--- src/rtl/snake_game_controller.sv ---
// Snake game top-level sequencer: game-state FSM, speed-scaled game tick,
// and score/level bookkeeping with one score increment per tick window.
module snake_game_controller #(
    parameter int TICK_BASE   = 5000000,
    parameter int TICK_STEP   = 1000000,
    parameter int LEVEL_EVERY = 4,
    parameter int MAX_LEVEL   = 3,
    parameter int WIN_SCORE   = 15
) (
    input  logic       CLK,
    input  logic       RESET_N,
    input  logic       START,
    input  logic       PAUSE,
    input  logic       REACHED_TARGET,
    input  logic       COLLISION,
    output logic       GAME_TICK,
    output logic       SPAWN_TARGET,
    output logic       SNAKE_RESET,
    output logic [3:0] SCORE,
    output logic [1:0] LEVEL,
    output logic [2:0] STATE
);

    localparam int CW = $clog2(TICK_BASE);

    typedef enum logic [2:0] {
        S_IDLE  = 3'd0,
        S_RUN   = 3'd1,
        S_PAUSE = 3'd2,
        S_OVER  = 3'd3,
        S_WIN   = 3'd4
    } state_t;

    state_t        r_state;
    logic [CW-1:0] r_cnt;
    logic          r_flag;
    logic          r_spawn;
    logic [3:0]    r_score;
    logic [1:0]    r_level;

    logic [CW-1:0] w_period_m1;
    logic          w_run;
    logic          w_tick;
    logic          w_inc;
    logic          w_at_win;
    logic          w_stay_run;
    logic          w_start_run;
    logic [3:0]    w_lvl_raw;

    // Terminal count of the tick counter for the current speed level
    always_comb begin
        case (r_level)
            2'd0:    w_period_m1 = CW'(TICK_BASE - 1);
            2'd1:    w_period_m1 = CW'(TICK_BASE - TICK_STEP - 1);
            2'd2:    w_period_m1 = CW'(TICK_BASE - 2 * TICK_STEP - 1);
            default: w_period_m1 = CW'(TICK_BASE - 3 * TICK_STEP - 1);
        endcase
    end

    assign w_run       = (r_state == S_RUN);
    assign w_at_win    = (r_score == 4'(WIN_SCORE));
    // >= rather than == so a level-up that shortens the period past the
    // current count still produces a tick on the next cycle.
    assign w_tick      = w_run && (r_cnt >= w_period_m1);
    assign w_inc       = w_run && REACHED_TARGET && !COLLISION && !r_flag && !w_at_win;
    // RUN persists into the next cycle only if no exit condition fires
    assign w_stay_run  = w_run && !COLLISION && !w_at_win && !PAUSE;
    assign w_start_run = (r_state == S_IDLE) && START;
    assign w_lvl_raw   = r_score / 4'(LEVEL_EVERY);

    // Game-state FSM
    always_ff @(posedge CLK or negedge RESET_N) begin
        if (!RESET_N) begin
            r_state <= S_IDLE;
        end else begin
            case (r_state)
                S_IDLE:  if (START) r_state <= S_RUN;
                S_RUN: begin
                    if (COLLISION)     r_state <= S_OVER;
                    else if (w_at_win) r_state <= S_WIN;
                    else if (PAUSE)    r_state <= S_PAUSE;
                end
                S_PAUSE: if (PAUSE) r_state <= S_RUN;
                S_OVER, S_WIN: if (START) r_state <= S_IDLE;
                default: r_state <= S_IDLE;
            endcase
        end
    end

    // Tick counter: advances only while RUN continues, so the value seen in
    // the cycle PAUSE is taken is the one restored on resume.
    always_ff @(posedge CLK or negedge RESET_N) begin
        if (!RESET_N) begin
            r_cnt <= '0;
        end else if (w_start_run || w_tick) begin
            r_cnt <= '0;
        end else if (w_stay_run) begin
            r_cnt <= r_cnt + CW'(1);
        end
    end

    // Score, per-window scored flag, target spawn pulse and speed level
    always_ff @(posedge CLK or negedge RESET_N) begin
        if (!RESET_N) begin
            r_score <= '0;
            r_flag  <= 1'b0;
            r_spawn <= 1'b0;
            r_level <= '0;
        end else if (w_start_run) begin
            r_score <= '0;
            r_flag  <= 1'b0;
            r_spawn <= 1'b1;
            r_level <= '0;
        end else begin
            r_spawn <= w_inc;
            r_flag  <= (r_flag && !w_tick) || w_inc;
            if (w_inc) r_score <= r_score + 4'd1;
            r_level <= (w_lvl_raw > 4'(MAX_LEVEL)) ? 2'(MAX_LEVEL) : w_lvl_raw[1:0];
        end
    end

    assign GAME_TICK    = w_tick;
    assign SPAWN_TARGET = r_spawn;
    assign SNAKE_RESET  = (r_state == S_IDLE);
    assign SCORE        = r_score;
    assign LEVEL        = r_level;
    assign STATE        = r_state;

endmodule

--- config.mk ---
export PLATFORM = sky130hd
export DESIGN_NAME = snake_game_controller
export DESIGN_NICKNAME = d
export VERILOG_FILES = /design/src/rtl/snake_game_controller.sv
export SDC_FILE = /design/constraint.sdc
export NUM_CORES = 1
export LEC_CHECK = 0
export BUFFER_PORTS_ARGS = -buffer_cell sky130_fd_sc_hd__buf_2
export CAP_MARGIN = 15
export CORE_AREA = 2 2 64 66
export DETAILED_ROUTE_END_ITERATION = 8
export DIE_AREA = 0 0 66 68
export HOLD_SLACK_MARGIN = 0.03
export PLACE_DENSITY = 0.76
export SLEW_MARGIN = 0
export SYNTH_ARGS = -nofsm -noshare
export SYNTH_HDL_FRONTEND = slang
export SYNTH_SLANG_ARGS = --single-unit
--- constraint.sdc ---
create_clock -name CLK -period 2.9 [get_ports CLK]
set_input_delay 0.435 -clock CLK [delete_from_list [all_inputs] [get_ports CLK]]
set_output_delay 0.435 -clock CLK [all_outputs]
set_load 0.01 [all_outputs]
# After elaboration in Yosys (flattened, before gate mapping)
# Index checks and enable logic that the tools add are counted.
[totals] reg_bits=34 input_bits=6 out_inout_bits=12 wordCells=60
[op_classes] n_addsub=2 n_lt_le_gt_ge=2 eq_ne=11 n_mux=16 reduce_logical=23
[op_table] operator="23-bit case mux with 3 select lines" count=1
[op_table] operator="23-bit two-way mux" count=2
[op_table] operator="23-bit by 1-bit adder with 23-bit output (second input constant)" count=1
[op_table] operator="23-bit >= comparator" count=1
[op_table] operator="3-bit two-way mux" count=6
[op_table] operator="3-bit case mux with 4 select lines" count=1
[op_table] operator="1-bit logical AND" count=10
[op_table] operator="4-bit two-way mux" count=2
[op_table] operator="3-bit by 2-bit == test with 1-bit output (second input constant)" count=2
[op_table] operator="2-bit != test (second input constant)" count=3
[op_table] operator="1-bit zero test" count=5
[op_table] operator="4-bit by 1-bit adder with 4-bit output (second input constant)" count=1
[op_table] operator="4-bit == test (second input constant)" count=1
[op_table] operator="2-bit two-way mux" count=2
[op_table] operator="4-bit by 3-bit != test with 1-bit output (second input constant)" count=1
[op_table] operator="4-bit AND reduction" count=1
[op_table] operator="2-bit nonzero test" count=2
[op_table] operator="3-bit by 1-bit == test with 1-bit output (second input constant)" count=1
[op_table] operator="3-bit == test (second input constant)" count=1
[op_table] operator="3-bit zero test" count=1
[op_table] operator="2-bit by 1-bit == test with 1-bit output (second input constant)" count=1
[op_table] operator="2-bit == test (second input constant)" count=1
[op_table] operator="2-bit > comparator (second input constant)" count=1
[op_table] operator="2-bit zero test" count=1
[op_table] operator="other kinds (3)" count=5

# Longest topological paths before layout
[logic_depth] depth_word=8 mapped_depth=11 depth_no_buf=10

# Least setup slack after synthesis
# No wires, ideal clock.
[synth_path] path_type="register to output" start="reg r_level[1] (netlist: LEVEL[1])" end="out GAME_TICK" t_arrival_ns=1.937 required_time_ns=2.465 slack_ns=0.528 stages_incl_launch_ff=10 n_path_buf=0 cell_sequence="dfrtp_1 > inv_1 > ha_1 > o21ai_0 > ha_1 > nand2_1 > nor3_1 > nor4b_1 > o21ai_0 > a21oi_1"
[synth_via] elab_chain_cells=4 elab_cells_between_ends=6 classes_between="1 x order compare; 2 x eq/ne; 1 x mux; 2 x reduce/logical"
[synth_lines] item="start, declared" line="39" rtl="logic [1:0] r_level;"
[synth_lines] item="start signal, assigned" line="118" rtl="r_level <= (w_lvl_raw > 4'(MAX_LEVEL)) ? 2'(MAX_LEVEL) : w_lvl_raw[1:0];"
[synth_lines] item="2-bit == test (tied with other cells)" line="52" rtl="case (r_level)"
[synth_lines] item="23-bit case mux with 3 select lines (*)" line="52"
[synth_lines] item="23-bit >= comparator (*)" line="64" rtl="assign w_tick = w_run && (r_cnt >= w_period_m1);"
[synth_lines] item="1-bit logical AND (*)" line="64"
[synth_lines] item="end, declared" line="16" rtl="output logic GAME_TICK,"
# Mark *: on every way between the ends. The rest lies on a longest branch, timed or not.

# Worst setup path after layout
# Same ends and word-level chain as after synthesis.

==> results.txt <==
----------------------------------------------------
[Die]
  Chip Height ... 68 um
  I/O pin count ... 18
  Core Footprint ... 3856 sq um
  Die Footprint ... around 4500 sq um
  Number of rows created at floorplan ... 23
  Starting density of the core ... between 50% and 60%
  Die span in x ... ~66 um

[Synthesis]
  Synth Cell Area ... 2074 sq um
  Number of cells produced by synthesis ... about 220
  Mean post-synth cell area ... between 9 and 10 sq um
  Register area share after synthesis ... between 40% and 50%
  Number of distinct library cells after synthesis ... 38
  Mapped Nets ... about 240
  Synthesis warning total ... 0
  Number of synthesized register bits ... 34

[Power]
  Power per unit of standard cell area ... 581.0 nW/um^2
  Lkg Pwr ... 1.135 nW
  Worst voltage drop across the vdd grid ... ~0.00034 V

[Place]
  Cell count after placement ... ~280
  Total half-perimeter wirelength after legalization and detailed placement ... 3089 um
  Final weighted congestion in routability-driven placement ... 0.8659
  Total of buffers placed on input and output ports ... 17

[Timing]
  Maximum achievable frequency ... 367.3 MHz
  Max transition margin ... between 40% and 50%
  Post-layout min period ... 2.722 ns
  Unrepaired setup endpoints after global routing ... false
  Final Skew ... 0.007198 ns
  Transition time at the pin with the least slew margin ... 0.7567 ns
  # setup viols final ... 0
  Tcrit/Tclk final ... 93.88%
  Final-report max-slew violation count ... 0
  Number of failing hold endpoints at the final stage ... 0
  Summed negative setup slack over all endpoints ... 0 ns

[Hold path]
  Classification of the worst-slack hold path ... in -> async

[Setup path]
  Slack of the worst reg-to-reg path ... 0.46 ns
  Source of the worst register-to-register timing path ... LEVEL[1]
  Worst-path cell chain ... ha_1 -> inv_1 -> o21ai_1 -> ha_1 -> nand2_1 -> nor3_1 -> nor4b_2 -> o21ai_1 -> a21oi_1 -> buf_2
  Setup crit end kind ... output pin
  Crit path DAT ... around 2.3 ns
  CP max-delay cell ... sky130_fd_sc_hd__dfrtp_2
  Peak fanout along the critical path ... 5
  End of the worst register-to-register path ... r_cnt[7]
  Crit path largest cell delay ... roughly 0.44 ns
  Required time at the endpoint of the critical path ... 2.47 ns
  Endpoint of the most critical setup path ... GAME_TICK
  Category of the most critical setup path ... reg -> out
  Worst setup path start ... LEVEL[1]
  CP Launch Type ... register
  Cell depth of the worst flop-to-flop path ... 11

[Global routing]
  Initial antenna violation count ... 0
  Total Routing Usage GR ... 21.49%
  Overflow left after global routing ... 0
  Via count of the first global-routing pass ... 1583
  Largest net degree at the start of global routing ... 35
  Global-route wire length before repair ... 7203 um

[Finish]
  P&R area growth vs syn ... 13.03%
  Count of non-filler cells in the finished layout ... between 200 and 300
  Layout cells sized above 1 ... around 17%
  Most frequent cells in the layout ... 35 x sky130_fd_sc_hd__nor2_1, 33 x sky130_fd_sc_hd__dfrtp_1, 19 x sky130_fd_sc_hd__ha_1
  Net count reported at finish ... ~260
  Most common cell after layout, fill and taps aside ... sky130_fd_sc_hd__nor2_1
  Antenna diode instance count ... 0
  Number of fillers in the final layout ... 350

[Clock tree]
  Number of levels the H-tree was split into ... 2
  Hold_buf cts ... 0
  Buffer levels on the longest clock path ... 2
  Clock tree from TritonCTS ... yes
  Count of cells resized by post-cts repair ... 1
  Clock root buffer ... sky130_fd_sc_hd__clkbuf_8
  Setup Fix Bufs, Post-CTS ... 0
  Num CTS Buffers ... 5
  Clock-pin slew reported for the worst setup and hold paths after clock tree synthesis ... 0.06 ns
  Clock insertion delay at the later pin of the skew report ... 0.29 ns
  CTS Sinks ... 34

[Routing]
  Routed wire per std cell ... 14.19 um
  Final wirelength ... 4101 um
  Routed via count ... 1583
  Starting DRC count in detailed routing ... 36
  Final antenna-violating net count ... 0
  DRT Pass-1 Iters ... 4
  Vias per cell ... between 5 and 6
  Number of design rule violations left after detail routing ... 0

[Flow run]
  Max-cap check violation count ... 0

[Outcome]
  Outcome ... finished clean

----------------------------------------------------
==> layout make-up <==
type	instances	area (sq um)	share of cell area, %
Multi-Input combinational cell	171	1184	50.48
Sequential cell	34	852.1	36.34
Timing Repair Buffer	20	107.6	4.589
Clock buffer	6	82.58	3.522
Tap cell	50	62.56	2.668
Clock inverter	1	30.03	1.281
Inverter	7	26.28	1.121
==> how the worst min path moves through the flow <==
stage | endpoint | startpoint | slack [ns] | depth (start not counted)
finish | SCORE[0] | RESET_N | 0.22 | 1
global route | SCORE[2] | RESET_N | 0.27 | 1
CTS | SCORE[2] | RESET_N | 0.24 | 1
detailed placement | r_cnt[5] | r_cnt[5] | 0.52 | 2
global placement | r_cnt[5] | r_cnt[5] | 0.52 | 2
floorplan | LEVEL[0] | RESET_N | 0.14 | 0
==> routing by layer <==
layer | up-vias | wire length, um | global-route usage [%]
li1 | 786 | - | -
met1 | 755 | 1797 | 25.88
met2 | 30 | 2030 | 36.87
met3 | 12 | 172 | 4.934
met4 | 0 | 99 | 9.694
met5 | - | 0 | 0
==> synthesized netlist by cell type <==
| cell type | count | share of area, % |
|---|---|---|
| sky130_fd_sc_hd__mux2i_1 | 2 | 0.97 |
| sky130_fd_sc_hd__nor4_4 | 1 | 1.0 |
| sky130_fd_sc_hd__inv_1 | 7 | 1.3 |
| sky130_fd_sc_hd__o31a_1 | 1 | 0.42 |
| sky130_fd_sc_hd__a211o_1 | 1 | 0.42 |
| sky130_fd_sc_hd__a21oi_1 | 7 | 1.7 |
| sky130_fd_sc_hd__nor3b_2 | 1 | 0.60 |
| sky130_fd_sc_hd__mux2_2 | 1 | 0.54 |
| sky130_fd_sc_hd__nor3_2 | 2 | 0.97 |
| sky130_fd_sc_hd__nor2_2 | 2 | 0.60 |
| sky130_fd_sc_hd__nor3_1 | 4 | 0.97 |
| sky130_fd_sc_hd__dfrtp_1 | 34 | 41 |
| sky130_fd_sc_hd__buf_4 | 1 | 0.36 |
| sky130_fd_sc_hd__nand3b_1 | 1 | 0.36 |
| sky130_fd_sc_hd__and4_1 | 2 | 0.84 |
| sky130_fd_sc_hd__nor2_1 | 35 | 6.3 |
| sky130_fd_sc_hd__a211oi_1 | 1 | 0.36 |
| sky130_fd_sc_hd__and3_1 | 5 | 1.5 |
| sky130_fd_sc_hd__buf_2 | 1 | 0.24 |
| sky130_fd_sc_hd__nand2b_1 | 2 | 0.60 |
| sky130_fd_sc_hd__a21o_1 | 2 | 0.72 |
| sky130_fd_sc_hd__o21a_1 | 2 | 0.72 |
| sky130_fd_sc_hd__o21ai_0 | 7 | 1.7 |
| sky130_fd_sc_hd__nand3_2 | 1 | 0.48 |
| sky130_fd_sc_hd__xor2_1 | 14 | 5.9 |
| sky130_fd_sc_hd__and2_0 | 1 | 0.30 |
| sky130_fd_sc_hd__o31ai_1 | 2 | 0.72 |
| sky130_fd_sc_hd__clkbuf_1 | 2 | 0.36 |
| sky130_fd_sc_hd__nor4b_1 | 1 | 0.42 |
| sky130_fd_sc_hd__xnor2_1 | 11 | 4.6 |
| sky130_fd_sc_hd__nand3_1 | 13 | 3.1 |
| sky130_fd_sc_hd__or3b_2 | 1 | 0.42 |
| sky130_fd_sc_hd__ha_1 | 19 | 11 |
| sky130_fd_sc_hd__or4b_4 | 1 | 0.66 |
| sky130_fd_sc_hd__nor4b_4 | 1 | 1.1 |
| sky130_fd_sc_hd__and2_1 | 4 | 1.2 |
| sky130_fd_sc_hd__nand2_1 | 17 | 3.1 |
| sky130_fd_sc_hd__nand4_1 | 6 | 1.8 |
==> through the flow <==
step / util, % / area (sq um) / hold slack (ns) / total power, mW / setup WS (ns)
6_report: 60.80 / 2345 / 0.2188 / 1.362 / 0.1775
5_1_grt: 60.80 / 2345 / 0.2741 / 1.452 / 0.003388
4_1_cts: 60.77 / 2344 / 0.2418 / 1.381 / 0.02978
3_5_place_dp: 57.69 / 2225 / 0.5194 / 0.9375 / 0.3009
3_3_place_gp: 57.69 / 2225 / 0.5160 / 0.9276 / 0.4074
2_1_floorplan: - / 2074 / 0.1394 / 0.8341 / 0.5284
==> flip-flops by register name, summed over array words and instances, names as in the netlist <==
signal        count
r_cnt            23
STATE             3
SPAWN_TARGET      1
SCORE             4
r_flag            1
LEVEL             2
==> where the power goes <==
| group | internal (mW) | switching (mW) | leakage [nW] | total (mW) |
|---|---|---|---|---|
| clock network | 0.275 | 0.162 | 0.0573 | 0.437 |
| logic | 0.140 | 0.183 | 0.615 | 0.324 |
| registers | 0.530 | 0.0720 | 0.464 | 0.602 |
| total | 0.945 | 0.418 | 1.14 | 1.36 |
==> critical path, delay by kind of cell, from the launching register on <==
kind / cells / cell delay, ns
fa+ha+maj: 2 / 0.52
simple gates: 3 / 0.51
flops: 1 / 0.44
compound gates: 3 / 0.32
buf+inv: 2 / 0.21
==> cell families after synthesis <==
family / share of synthesized area [%]
flops: 41.01
compound gates: 6.754
xor+xnor: 10.55
buf+inv: 2.232
fa+ha+maj: 11.46
mux: 1.508
simple gates: 26.48
Power figures use the tool's default switching activity.
